**src/rtl/vm_pkg.sv**
```systemverilog
// vm_pkg: definitions shared by the coin acceptor and the vending-machine FSM.
//   - COIN_* : 2-bit coin codes carried on the coin bus (11 is never driven)
//   - cls_state_e : coin classifier state encoding
package vm_pkg;

   localparam logic [1:0] COIN_NONE = 2'b00;
   localparam logic [1:0] COIN_5    = 2'b01;
   localparam logic [1:0] COIN_10   = 2'b10;

   typedef enum logic [1:0] {
      CLS_IDLE     = 2'd0,
      CLS_DEBOUNCE = 2'd1,
      CLS_RELEASE  = 2'd2,
      CLS_JAM      = 2'd3
   } cls_state_e;

endpackage

```
**src/rtl/coin_fifo.sv**
```systemverilog
// coin_fifo: small synchronous FIFO holding accepted coin codes.
// Ports:
//   clk, rst   clock, synchronous active-high reset
//   push_i     write data_i this cycle (dropped when full unless pop_i also fires)
//   pop_i      remove the head entry this cycle (ignored when empty)
//   data_i     entry to write
//   data_o     current head entry (valid while empty_o is low)
//   full_o     all DEPTH entries in use
//   empty_o    no entries
//   count_o    number of stored entries, updated on the push/pop edge
//
// Handshake: push_i is a write request accepted on the clock edge when the
// FIFO is not full, or when it is full and a pop is accepted on that same
// edge; pop_i is a read request accepted on the edge when the FIFO is not
// empty. data_o is the entry that an accepted pop removes.
module coin_fifo #(
   parameter int DEPTH = 4,
   parameter int W     = 2
) (
   input  logic                     clk,
   input  logic                     rst,
   input  logic                     push_i,
   input  logic                     pop_i,
   input  logic [W-1:0]             data_i,
   output logic [W-1:0]             data_o,
   output logic                     full_o,
   output logic                     empty_o,
   output logic [$clog2(DEPTH):0]   count_o
);

   localparam int AW = $clog2(DEPTH);

   logic [W-1:0]  mem_q [DEPTH];
   logic [AW-1:0] wr_ptr_q;
   logic [AW-1:0] rd_ptr_q;
   logic [AW:0]   count_q;
   logic          do_push;
   logic          do_pop;

   assign full_o  = (count_q == (AW+1)'(DEPTH));
   assign empty_o = (count_q == '0);
   assign do_pop  = pop_i && !empty_o;
   // A full FIFO can still take a push when the head leaves on the same edge.
   assign do_push = push_i && (!full_o || do_pop);

   assign data_o  = mem_q[rd_ptr_q];
   assign count_o = count_q;

   always_ff @(posedge clk) begin
      if (do_push) begin
         mem_q[wr_ptr_q] <= data_i;
      end
   end

   always_ff @(posedge clk) begin
      if (rst) begin
         wr_ptr_q <= '0;
         rd_ptr_q <= '0;
         count_q  <= '0;
      end else begin
         if (do_push) begin
            wr_ptr_q <= wr_ptr_q + 1'b1;
         end
         if (do_pop) begin
            rd_ptr_q <= rd_ptr_q + 1'b1;
         end
         case ({do_push, do_pop})
            2'b10:   count_q <= count_q + 1'b1;
            2'b01:   count_q <= count_q - 1'b1;
            default: count_q <= count_q;
         endcase
      end
   end

endmodule

```
**src/rtl/coin_acceptor.sv**
```systemverilog
// coin_acceptor: vending-machine front end. Synchronises and debounces the
// two coin sensors, classifies each insertion, buffers accepted coins and
// drains them as single-cycle codes separated by idle cycles.
// Ports:
//   clk, rst    clock, synchronous active-high reset
//   sens_a      raw 5-unit sensor (asynchronous)
//   sens_b      raw 10-unit sensor (asynchronous)
//   coin        registered coin code, one cycle per coin, then >= GAP_CYCLES of 00
//   reject      registered one-cycle pulse: return the current coin
//   jam         registered level: both sensors stuck high
//   fifo_count  coins buffered and not yet emitted
//   dbg_state   classifier state, for observation only
module coin_acceptor
   import vm_pkg::*;
#(
   parameter int DEBOUNCE_CYCLES = 16,
   parameter int FIFO_DEPTH      = 4,
   parameter int GAP_CYCLES      = 1
) (
   input  logic                          clk,
   input  logic                          rst,
   input  logic                          sens_a,
   input  logic                          sens_b,
   output logic [1:0]                    coin,
   output logic                          reject,
   output logic                          jam,
   output logic [$clog2(FIFO_DEPTH):0]   fifo_count,
   output cls_state_e                    dbg_state
);

   localparam int              CW   = $clog2(DEBOUNCE_CYCLES + 1);
   localparam int              GW   = $clog2(GAP_CYCLES + 1);
   // A count of LAST plus the current matching sample makes DEBOUNCE_CYCLES.
   localparam logic [CW-1:0]   LAST = CW'(DEBOUNCE_CYCLES - 1);

   logic [1:0]    sync1_q;
   logic [1:0]    sync2_q;
   logic [1:0]    pat;

   cls_state_e    state_q;
   logic [CW-1:0] cnt_q;
   logic [1:0]    pat_q;
   logic          jam_q;
   logic          reject_q;

   logic [1:0]    coin_q;
   logic [GW-1:0] gap_q;

   logic          stable_done;
   logic          push;
   logic          jam_entry;
   logic          overflow;
   logic          pop;
   logic [1:0]    fifo_head;
   logic          fifo_full;
   logic          fifo_empty;

   // Two-flop synchroniser; pat = {sync_b, sync_a}.
   always_ff @(posedge clk) begin
      if (rst) begin
         sync1_q <= '0;
         sync2_q <= '0;
      end else begin
         sync1_q <= {sens_b, sens_a};
         sync2_q <= sync1_q;
      end
   end
   assign pat = sync2_q;

   // The final matching sample of a debounce: decoded combinationally so the
   // push lands on the same edge the count completes.
   assign stable_done = (state_q == CLS_DEBOUNCE) && (pat == pat_q) && (cnt_q == LAST);
   assign push        = stable_done && ((pat == COIN_5) || (pat == COIN_10));
   assign jam_entry   = stable_done && (pat == 2'b11);
   assign overflow    = push && fifo_full && !pop;

   always_ff @(posedge clk) begin
      if (rst) begin
         // Starting in RELEASE ignores any coin already sitting in the slot.
         state_q  <= CLS_RELEASE;
         cnt_q    <= '0;
         pat_q    <= '0;
         jam_q    <= 1'b0;
         reject_q <= 1'b0;
      end else begin
         reject_q <= jam_entry | overflow;
         case (state_q)
            CLS_IDLE: begin
               if (pat != 2'b00) begin
                  state_q <= CLS_DEBOUNCE;
                  cnt_q   <= CW'(1);
                  pat_q   <= pat;
               end
            end
            CLS_DEBOUNCE: begin
               if (pat == 2'b00) begin
                  state_q <= CLS_IDLE;
                  cnt_q   <= '0;
               end else if (pat != pat_q) begin
                  pat_q <= pat;
                  cnt_q <= CW'(1);
               end else if (cnt_q == LAST) begin
                  cnt_q <= '0;
                  if (pat == 2'b11) begin
                     state_q <= CLS_JAM;
                     jam_q   <= 1'b1;
                  end else begin
                     state_q <= CLS_RELEASE;
                  end
               end else begin
                  cnt_q <= cnt_q + 1'b1;
               end
            end
            CLS_RELEASE, CLS_JAM: begin
               // Wait for an unbroken run of empty-slot samples.
               if (pat != 2'b00) begin
                  cnt_q <= '0;
               end else if (cnt_q == LAST) begin
                  state_q <= CLS_IDLE;
                  cnt_q   <= '0;
                  jam_q   <= 1'b0;
               end else begin
                  cnt_q <= cnt_q + 1'b1;
               end
            end
            default: begin
               state_q <= CLS_RELEASE;
               cnt_q   <= '0;
            end
         endcase
      end
   end

   coin_fifo #(
      .DEPTH (FIFO_DEPTH),
      .W     (2)
   ) u_fifo (
      .clk     (clk),
      .rst     (rst),
      .push_i  (push),
      .pop_i   (pop),
      .data_i  (pat),
      .data_o  (fifo_head),
      .full_o  (fifo_full),
      .empty_o (fifo_empty),
      .count_o (fifo_count)
   );

   // Emitter: gap_q counts the idle cycles still owed after the last code.
   assign pop = (gap_q == '0) && !fifo_empty;

   always_ff @(posedge clk) begin
      if (rst) begin
         coin_q <= COIN_NONE;
         gap_q  <= '0;
      end else if (pop) begin
         coin_q <= fifo_head;
         gap_q  <= GW'(GAP_CYCLES);
      end else begin
         coin_q <= COIN_NONE;
         if (gap_q != '0) begin
            gap_q <= gap_q - 1'b1;
         end
      end
   end

   assign coin      = coin_q;
   assign reject    = reject_q;
   assign jam       = jam_q;
   assign dbg_state = state_q;

endmodule

```
**config.mk**
```make
export PLATFORM = sky130hd
export DESIGN_NAME = coin_acceptor
export DESIGN_NICKNAME = d
export VERILOG_FILES = /design/src/rtl/vm_pkg.sv /design/src/rtl/coin_fifo.sv /design/src/rtl/coin_acceptor.sv
export SDC_FILE = /design/constraint.sdc
export NUM_CORES = 1
export LEC_CHECK = 0
export ABC_AREA = 1
export BUFFER_PORTS_ARGS = -buffer_cell sky130_fd_sc_hd__buf_2
export CAP_MARGIN = 30
export CORE_ASPECT_RATIO = 1.1
export CORE_UTILIZATION = 58
export DETAILED_ROUTE_END_ITERATION = 6
export PLACE_DENSITY = 0.78
export SYNTH_ARGS = -nofsm -noshare
export SYNTH_HDL_FRONTEND = slang
export SYNTH_SLANG_ARGS = --single-unit
```
**constraint.sdc**
```tcl
create_clock -name clk -period 2.87 [get_ports clk]
set_clock_uncertainty 0.15 [all_clocks]
set_input_delay 0.1435 -clock clk [delete_from_list [all_inputs] [get_ports clk]]
set_output_delay 0.1435 -clock clk [all_outputs]
set_load 0.03 [all_outputs]
```
## Word-level counts from Yosys, hierarchy flattened

Memories as Yosys holds them, arrays and structs flattened. A register that Yosys moved wholly into a read port is not among the register bits.
Index checks and enable logic that the tools add are counted.

- Flip-flop bits (word level): 23
- RAM bits: 8
- Input bits: 4
- Logic and storage cells: 99
- Memories: 1

- Add/sub/neg operators: 6
- Equal/unequal tests: 22
- Multiplexer cells: 30
- Bitwise gates (word level): 3
- Reduce and logical (&&, ||, !) cells: 26

Memory list:

| name | words | bits a word | rd ports | clocked after memory_dff | write ports | RTL line | text |
|---|---|---|---|---|---|---|---|
| u_fifo.mem_q | 4 | 2 | 1 | 1 | 1 | coin_fifo.sv:33 | `logic [W-1:0] mem_q [DEPTH];` |

Operators with widths:

| kind | number |
|---|---|
| 2-to-1 mux 5 bit | 5 |
| 2-to-1 mux 2 bit | 9 |
| one-hot mux 5 bit (3 select lines) | 1 |
| 2-to-1 mux 1 bit | 11 |
| == test 2 bit (second input constant) | 5 |
| != test 2 bit (second input constant) | 5 |
| logical AND 1 bit | 9 |
| nonzero test 2 bit | 4 |
| AND reduction 7 bit | 1 |
| == test 2 x 1 -> 1 bit (second input constant) | 3 |
| != test 2 x 1 -> 1 bit (second input constant) | 3 |
| one-hot mux 2 bit (3 select lines) | 1 |
| one-hot mux 3 bit (2 select lines) | 1 |
| adder 5 x 1 -> 5 bit (second input constant) | 1 |
| == test 5 x 4 -> 1 bit (second input constant) | 1 |
| AND reduction 5 bit | 1 |
| adder 2 x 1 -> 2 bit (second input constant) | 2 |
| zero test 2 bit | 2 |
| one-hot mux 2 bit (2 select lines) | 1 |
| AND reduction 4 bit | 1 |
| OR reduction 2 bit | 2 |
| adder 3 x 1 -> 3 bit (second input constant) | 1 |
| == test 3 bit (second input constant) | 1 |
| zero test 1 bit | 3 |
| 11 further kinds | 13 |

## Depth between registers and ports, before layout

Gate-level depths: netlist of the first run.

- Word-level depth: 8
- Mapped depth: 13
- Gate-level depth less buffers: 13

## Cells and area by module

Synthesis of the first run repeated with hierarchy kept, for this count alone.

- Cell total of the unflattened synthesis: 210
- Area total of the unflattened synthesis: 1650.3 sq um

Modules (own cells, without submodules):

| module | times used | cells each | area an instance (sq um) | sequential area each (sq um) |
|---|---|---|---|---|
| coin_acceptor | 1 | 126 | 860.8 | 360.3 |
| coin_fifo | 1 | 84 | 789.5 | 420.4 |

## Worst setup path before layout of the first run

No wires, ideal clock.

- Kind: register -> register
- From: register sync2_q[0], in the netlist pat[0]
- To: register u_fifo.count_q[2], in the netlist u_fifo.count_o[2]
- Data arrival time: 2041 ps
- Required time: 2598 ps
- Path slack: 557 ps
- Stages on the path, launching flop included: 12
- Buffers on the path: 0
- Period minus slack after synthesis: 2313 ps
- Cell sequence: dfxtp_1 > inv_1 > ha_1 > a21boi_1 > nand2_2 > ha_1 > inv_1 > fa_1 > a21oi_1 > o21ai_0 > o21ai_0 > a21oi_1

- Word-level cells in the longest chain between the ends: 7

RTL lines:

| element | RTL line | text |
|---|---|---|
| from (decl) | coin_acceptor.sv:37 | `logic [1:0] sync2_q;` |
| from (signal assigned) | coin_acceptor.sv:65 | `sync2_q <= sync1_q;` |
| == test 2 bit | coin_acceptor.sv:72 | `assign stable_done = (state_q == CLS_DEBOUNCE) && (pat == pat_q) && (cnt_q == LAST);` |
| logical AND 1 bit (2 in series) | coin_acceptor.sv:72 |  |
| logical AND 1 bit (*) | coin_acceptor.sv:73 | `assign push = stable_done && ((pat == COIN_5) \|\| (pat == COIN_10));` |
| logical AND 1 bit (*) | coin_fifo.sv:44 | `assign do_push = push_i && (!full_o \|\| do_pop);` |
| == test 2 x 1 -> 1 bit / == test 2 bit (equally long branches) | coin_fifo.sv:67 | `case ({do_push, do_pop})` |
| one-hot mux 3 bit (2 select lines) / nonzero test 2 bit (equally long branches) | - |  |
| to (signal assigned) | coin_fifo.sv:68 | `2'b10: count_q <= count_q + 1'b1;` |
| to (signal assigned) | coin_fifo.sv:69 | `2'b01: count_q <= count_q - 1'b1;` |
| to (signal assigned) | coin_fifo.sv:70 | `default: count_q <= count_q;` |
| to (decl) | coin_fifo.sv:36 | `logic [AW:0] count_q;` |

Mark *: on every way between the ends. The rest lies on a longest branch, timed or not.
A chain may end at the register's enable or synchronous reset.

## Final worst setup path of the first run

Ends and elaborated chain as after synthesis.

==> results of run 1 <==
## layer usage
metal	track usage, %	up-vias	wire length, um
li1	-	677	-
met1	27.8	613	1300
met2	41.8	35	1610
met3	8.94	11	173
met4	11.2	0	65
met5	0	-	0
## registers in the layout, summed over array words and instances (netlist names)
register	count
dbg_state	2
pat_q	2
cnt_q	5
coin	2
u_fifo.rd_ptr_q	2
pat	2
jam	1
u_fifo.count_o	3
u_fifo.wr_ptr_q	2
u_fifo.mem_q	8
gap_q	1
sync1_q	2
reject	1
## worst max-delay path by stage
stage / end
5_1_grt: u_fifo.count_o[2]
4_1_cts: u_fifo.count_o[2]
2_1_floorplan: u_fifo.count_o[2]
3_3_place_gp: u_fifo.count_o[2]
6_report: u_fifo.count_o[2]
3_5_place_dp: u_fifo.count_o[2]
## kinds of logic (layout without fill, tap and decap cells)
family / count (synthesis) / in the layout / synth area share, %
buf+inv: 38 / 61 / 9.05
compound gates: 38 / 38 / 12.7
flops: 33 / 33 / 46.6
simple gates: 77 / 77 / 22.8
xor+xnor: 1 / 1 / 0.551
fa+ha+maj: 10 / 10 / 8.34
## area by class of cell
type                       count  area (um^2)  share of cell area, %
tap                           31         38.8                   2.17
timing repair buffer          17          110                   6.15
inverter                      36          135                   7.55
sequential                    33          741                   41.4
multi-input combinational    126          706                   39.4
clock buffer                   8         58.8                   3.29
## placed cells by master (no fill, tap or decap)
cell type and n:
a31oi_1 1, clkbuf_1 2, nand3b_1 1, dfxtp_1 25, nand4_4 1, inv_1 36
o21ai_0 17, a31o_2 1, nor3_4 1, nor2_4 1, nand2_2 1, nor2_1 29
buf_2 12, edfxtp_1 8, a21oi_1 17, and3_1 1, nand2_4 1, dlygate4sd3_1 5
o21ai_2 1, clkbuf_8 1, nand2_1 29, fa_1 1, nand4_1 4, clkbuf_4 5
nand3_1 8, ha_1 9, xor2_1 1, a21boi_1 1
## through the flow
| stage | setup slack [ns] | instance area [um^2] |
|---|---|---|
| final | 0.232 | 1790 |
| after global routing | 0.0375 | 1790 |
| after detailed placement | 0.308 | 1680 |
| after floorplan | 0.557 | 1590 |
| after CTS | 0.246 | 1790 |
| after global placement | 0.446 | 1680 |
## power by group
| group | switching (uW) | internal, uW |
|---|---|---|
| sequential | 6.02 | 480 |
| combinational | 23.8 | 16.7 |
| clock | 151 | 121 |
## critical path: stages (launching register included)
cell,delay (ns)
dfxtp_1,0.49
inv_1,0.10
ha_1,0.32
a21boi_1,0.18
nand2_2,0.15
ha_1,0.16
inv_1,0.07
fa_1,0.41
a21oi_1,0.16
o21ai_0,0.12
o21ai_0,0.16
a21oi_1,0.05
==> impl_metrics.ini, run 1 <==
[cells_and_area]
final_core_util_pct = 70.3
nets = 233
fillers = 215
antennaDiodeCount = 0
stdcell_count = 251
syn_to_final_growth_pct = 12.5
layout-drive-gt1-share_pct = 11.4

[power]
finalPower_uw = 798
peakVddDrop_uv = 346
power_per_cell_area_nw_per_um2 = 446
p_leak_uw = 0.000765

[min_path]
min_path_type = flop to flop
holdPathStages = 2
worst_hold_path.endpoint = pat[0]
hp-start = sync1_q[0]

[logic_synthesis]
postSynthAreaPerCell_um2 = 8.07
async_reset_ff_share_pct = 0
syn_nets = 211
syn_area_um2 = 1590
ys_seq_area_share_pct = 46.6
synth_edf_count = 8
synth_common_cells = 36 x inv_1, 29 x nand2_1, 29 x nor2_1
yosysUniqueCellTypes = 25
synthTopCellsByArea = dfxtp_1 31%, edfxtp_1 15%, inv_1 8.5%, ha_1 7.1%, nand2_1 6.8%
yosys_warnings = 0
synth_top_area_share_pct = 31.5
synth_area_leader_cell = dfxtp_1
synthFlopType = dfxtp_1
synth_cells = 197
ys_ff_latch = 33
synthMostInstantiatedCell = inv_1

[clock_tree]
cts_tree = built
clock_path_buffers = 2
cts_sinks = 33
clk_pin_slew_ns = 0.09
cts-htree-levels = 2
numCtsBuffers = 5
hold_buffers = 5
insertion_delay_ns = 0.34
cts_root_buffer = clkbuf_4
cts_setup_buffers = 0
cts_resized = 0

[route]
num_vias = 1336
viasPerCell = 5.32
drcViolationCount = 0
firstDrtPassIters = 4
first_iter_violations = 70
drt_wl_total_um = 3150
wl_per_cell_um = 12.5
antenna_left = 0

[global_routing]
grt_pass1_vias = 1240
overflow = 0
grt_pass1_wl_um = 5200
track_usage_pct = 25.0
antenna_found_initial = 0
grt_max_degree = 17

[sta]
finalHoldViolations = 0
slew_viol_final = 0
fin_crit_ns = 2.64
setup-tns-final_ns = 0
hold_slack_ns = 0.259
setup_viol = 0
min_period_over_period_pct = 91.9
maxSlewHeadroom_pct = 70.1
fmax_mhz = 379
rsz0062_at_grt = false
tightest_slew_ns = 0.448

[floorplan]
fp.dieW_um = 51.9
io_pins = 13
core_um2 = 2540
initial_core_util_pct = 62.5
die_area_um2 = 2960
die_h_um = 56.9
std_cell_rows = 19

[place]
dp.cells = 238
place.gp.congestion = 0.912
portBuffers = 12
dpl.hpwl_um = 2320

[critical_path]
worstSetupPathType = flop to flop
crit_required_ns = 2.95
rr_worst_depth = 11
start_kind = flop
reg2reg_from = pat[0]
r2r-end = u_fifo.count_o[2]
arrival_ns = 2.72
r2r_setup_slack_ns = 0.23
startpoint = pat[0]
cp-end-kind = flop
worstPathMaxFanout = 9

[status]
status = complete, no violations

[flow_run]
cap_violations = 0
No activity file was read; power rests on OpenSTA's default activity.
==> run 2, diff against run 1 <==
--- a/config.mk
+++ b/config.mk
@@ -10,7 +10,9 @@
 export CAP_MARGIN = 30
 export CORE_ASPECT_RATIO = 1.1
 export CORE_UTILIZATION = 58
+export CTS_CLUSTER_DIAMETER = 40
 export DETAILED_ROUTE_END_ITERATION = 6
+export MAX_ROUTING_LAYER = met4
 export PLACE_DENSITY = 0.78
 export SYNTH_ARGS = -nofsm -noshare
 export SYNTH_HDL_FRONTEND = slang
==> run 2 against run 1 <==
Global-route usage up 0.77 points. First-iteration DRC count shrank 10%. Utilization unchanged. Register-to-register slack about the same. Count of clock-buffer cells in the layout unchanged. Final cell count unchanged. Clock power hardly changed. Routed wire length is 0.19% higher. Non-clock buffer count unchanged.
==> impl_metrics.ini, run 2 (synthesis results as in run 1) <==
[critical_path]
cpPeakStageDelay_ns = 0.49
rr_worst_depth = 11
path_cells = inv_1 > ha_1 > a21boi_1 > nand2_2 > ha_1 > inv_1 > fa_1 > a21oi_1 > o21ai_0 > o21ai_0 > a21oi_1
cpMaxStageDelayCell = dfxtp_1
arrival_ns = 2.72
cp-end-kind = flop
r2r_setup_slack_ns = 0.23
r2r-end = u_fifo.count_o[2]
worstPathMaxFanout = 9
start_kind = flop
worstSetupPathType = flop to flop
crit_required_ns = 2.95
reg2reg_from = pat[0]

[floorplan]
fp.dieW_um = 51.9
std_cell_rows = 19
initial_core_util_pct = 62.5
io_pins = 13
die_area_um2 = 2960
die_h_um = 56.9
core_um2 = 2540

[cells_and_area]
layout_common_cells = 36 x inv_1, 29 x nor2_1, 29 x nand2_1
largest_reg_flops = 8
syn_to_final_growth_pct = 12.5
final_common_cell = inv_1
regMostFlops = u_fifo.mem_q
layout-drive-gt1-share_pct = 11.4
antennaDiodeCount = 0
final_core_util_pct = 70.3
final_area_um2 = 1790
nets = 233

[flow_run]
cap_violations = 0

[global_routing]
grt_pass1_wl_um = 5210
grt_use_met3_pct = 8.94
grt_max_degree = 17
track_usage_pct = 25.7
antenna_found_initial = 0
use_met2_pct = 41.8
top_usage_layer = met2
grt_use_met1_pct = 27.8
overflow = 0
grt_pass1_vias = 1245

[power]
power_per_cell_area_nw_per_um2 = 446
peakVddDrop_uv = 346
p_leak_uw = 0.000765

[route]
viasPerCell = 5.37
first_iter_violations = 63
antenna_left = 0
wl_per_cell_um = 12.6
drt_wl_total_um = 3150
drcViolationCount = 0
firstDrtPassIters = 4
num_vias = 1347

[sta]
min_period_over_period_pct = 91.9
slew_viol_final = 0
fmax_mhz = 379
maxSlewHeadroom_pct = 70.1
fin_crit_ns = 2.64
layout_setup_ws_ns = 0.233
finalHoldViolations = 0
hold_slack_ns = 0.258
rsz0062_at_grt = false
setup-tns-final_ns = 0
tightest_slew_ns = 0.448
setup_viol = 0

[clock_tree]
cts-htree-levels = 2
numCtsBuffers = 5
clock_path_buffers = 2
cts_root_buffer = clkbuf_4
cts_resized = 0
insertion_delay_ns = 0.34
cts_tree = built
clk_pin_slew_ns = 0.09
cts_sinks = 33

[place]
dpl.hpwl_um = 2320
portBuffers = 12
post-place-ws_ns = 0.308
placed_cell_area_um2 = 1680
place.gp.congestion = 0.928

[min_path]
holdPathStages = 2
hp-start = sync1_q[0]
min_path_type = flop to flop
worst_hold_path.endpoint = pat[0]

[status]
status = complete, no violations
[run 2: cell counts in the layout (fill, tap and decap cells not counted)]
No cell type changed its count.
[run 2: where the power goes]
group,internal [uW],switching (uW)
registers,480,5.96
logic,16.7,23.9
clock network,121,151
[run 2: through the flow]
stage	total power [uW]	std cells
finish	798	251
global route	827	251
CTS	799	251
detailed placement	531	238
global placement	529	238
floorplan	522	197
[run 2: layout make-up]
class,instances,area (um^2)
clock buffers,8,58.8
fillers,215,754
inverters,36,135
multi-input cells,126,706
flip-flops and latches,33,741
well taps,31,38.8
repair buffers,17,110
[run 2: how the worst max path moves through the flow]
stage	startpoint	endpoint	slack, ns	depth (start not counted)
3_5_place_dp	pat[0]	u_fifo.count_o[2]	0.31	11
4_1_cts	pat[0]	u_fifo.count_o[2]	0.25	11
5_1_grt	pat[1]	u_fifo.count_o[2]	0.04	11
6_report	pat[0]	u_fifo.count_o[2]	0.23	11
3_3_place_gp	pat[0]	u_fifo.count_o[2]	0.45	11
2_1_floorplan	pat[0]	u_fifo.count_o[2]	0.56	11
[run 2: timing repair]
| item | in CTS | in global routing |
|---|---|---|
| endpoints found under the hold margin | 7 | 0 |
| buffers inserted | 0 | 0 |
| hold buffers | 5 | 0 |
[run 2: worst max-delay path: cells and delay by family, from the launching register on]
kind | cells | cell delay (ns)
compound gates | 5 | 0.67
simple gates | 1 | 0.15
fa+ha+maj | 3 | 0.89
buf+inv | 2 | 0.17
flops | 1 | 0.49
[run 2: per-layer routing]
layer	vias up	share of wire, %
li1	676	-
met1	626	41
met2	37	51
met3	8	5.4
met4	0	2.1
met5	-	0
==> run 3, diff against run 2 <==
==> constraint.sdc (replaced) <==
create_clock -name clk -period 2.87 [get_ports clk]
set_clock_uncertainty 0.15 [all_clocks]
set_input_delay 0.4305 -clock clk [delete_from_list [all_inputs] [get_ports clk]]
set_output_delay 0.4305 -clock clk [all_outputs]
set_load 0.03 [all_outputs]
==> run 3 against run 2 <==
Design area decreased by 2.8%. Clock power barely moved. Routed wire length down 3.0%. Utilization fell by 2.0 points. Sequential power about the same. Via count shrank 1.9%. Largest cell class unchanged. Largest power group unchanged.
==> impl_metrics.ini, run 3 (synthesis results as in run 1) <==
[status]
status = complete, no violations

[power]
p_sw_share_pct = 22.3
p_comb_share_pct = 4.4
internal_power_uw = 613
p_leak_uw = 0.000741
power_per_cell_area_nw_per_um2 = 454
pwr-share-seq_pct = 61.6
peakVddDrop_uv = 346
power_switching_uw = 176
p_clk_share_pct = 34.0
finalPower_uw = 789

[route]
num_vias = 1322
drcViolationCount = 0
drt_wl_total_um = 3060
antenna_left = 0
firstDrtPassIters = 4
wl_per_cell_um = 12.4
first_iter_violations = 60
viasPerCell = 5.37

[clock_tree]
insertion_delay_ns = 0.34
clock_path_buffers = 2
clk_pin_slew_ns = 0.09
cts_resized = 0
cts-htree-levels = 2
numCtsBuffers = 5
cts_root_buffer = clkbuf_4
hold_buffers = 0
cts_setup_buffers = 0
cts_sinks = 33
cts_tree = built

[place]
portBuffers = 12
place.gp.congestion = 0.928
dpl.hpwl_um = 2320

[sta]
min_period_over_period_pct = 91.6
finalHoldViolations = 0
fmax_mhz = 380
slew_viol_final = 0
rsz0062_at_grt = false
tightest_slew_ns = 0.449
fin_crit_ns = 2.63
setup_viol = 0
setup-tns-final_ns = 0
maxSlewHeadroom_pct = 70.1

[global_routing]
grt_pass1_vias = 1199
overflow = 0
grt_pass1_wl_um = 5030
antenna_found_initial = 0
track_usage_pct = 24.8
grt_max_degree = 17

[cells_and_area]
layout_common_cells = 36 x inv_1, 29 x nor2_1, 29 x nand2_1
nets = 228
syn_to_final_growth_pct = 9.36
final_common_cell = inv_1
layout-drive-gt1-share_pct = 11.6
regMostFlops = u_fifo.mem_q
fillers = 227
antennaDiodeCount = 0
largest_reg_flops = 8

[critical_path]
rr_worst_depth = 11
r2r-end = u_fifo.count_o[2]
worstPathMaxFanout = 9
r2r_setup_slack_ns = 0.24
worstSetupPathType = flop to flop
start_kind = flop
crit_required_ns = 2.95
reg2reg_from = pat[0]
cp-end-kind = flop
arrival_ns = 2.71

[flow_run]
cap_violations = 0

[min_path]
min_path_type = primary input to flop
hp-start = sens_b
holdPathStages = 3
worst_hold_path.endpoint = sync1_q[1]

[floorplan]
die_area_um2 = 2960
std_cell_rows = 19
die_h_um = 56.9
initial_core_util_pct = 62.5
io_pins = 13
core_um2 = 2540
fp.dieW_um = 51.9
-- run 3: cell count changes in the layout (fill, tap and decap cells not counted), sizes merged --
cell         delta
dlygate4sd3     -5
-- run 3: per-stage QoR --
step / std cells / hold WS, ns / util (%) / setup slack (ns) / instance area, um^2
detailed placement: 238 / 0.250 / 66.1 / 0.308 / 1680
CTS: 246 / 0.138 / 68.4 / 0.246 / 1740
floorplan: 197 / 0.238 / - / 0.557 / 1590
global route: 246 / 0.148 / 68.4 / 0.0375 / 1740
finish: 246 / 0.147 / 68.4 / 0.240 / 1740
global placement: 238 / 0.243 / 66.1 / 0.446 / 1680
-- run 3: metal layers --
| layer | share of wire, % | track usage, % |
|---|---|---|
| met1 | 42 | 27.5 |
| met2 | 50 | 39.2 |
| met4 | 2.2 | 11.2 |
| met5 | 0 | - |
| met3 | 5.4 | 8.94 |
-- run 3: layout make-up --
type / instances / area (um^2) / area share, %
Tap cell: 31 / 38.8 / 2.23
Clock buffer: 8 / 58.8 / 3.38
Inverter: 36 / 135 / 7.77
Multi-Input combinational cell: 126 / 706 / 40.6
Timing Repair Buffer: 12 / 60.1 / 3.45
Sequential cell: 33 / 741 / 42.6
-- run 3: critical path, cell delays in order, from the launching register on --
cell and delay (ns):
dfxtp_1 0.49, inv_1 0.10, ha_1 0.32, a21boi_1 0.18, nand2_2 0.15, ha_1 0.16, inv_1 0.07, fa_1 0.41
a21oi_1 0.16, o21ai_0 0.12, o21ai_0 0.16, a21oi_1 0.06
-- run 3: worst max path at each step --
| stage | from | end | slack, ns | cells past startpoint |
|---|---|---|---|---|
| 2_1_floorplan | pat[0] | u_fifo.count_o[2] | 0.56 | 11 |
| 3_3_place_gp | pat[0] | u_fifo.count_o[2] | 0.45 | 11 |
| 3_5_place_dp | pat[0] | u_fifo.count_o[2] | 0.31 | 11 |
| 4_1_cts | pat[0] | u_fifo.count_o[2] | 0.25 | 11 |
| 5_1_grt | pat[1] | u_fifo.count_o[2] | 0.04 | 11 |
| 6_report | pat[0] | u_fifo.count_o[2] | 0.24 | 11 |
-- run 3: power by group through the flow --
stage | registers (uW) | clock network [uW] | logic [uW]
finish | 486 | 268 | 34.8
global route | 487 | 295 | 38.9
CTS | 486 | 274 | 35.0
detailed placement | 496 | 0 | 35.0
global placement | 496 | 0 | 32.6
floorplan | 495 | 0 | 26.9
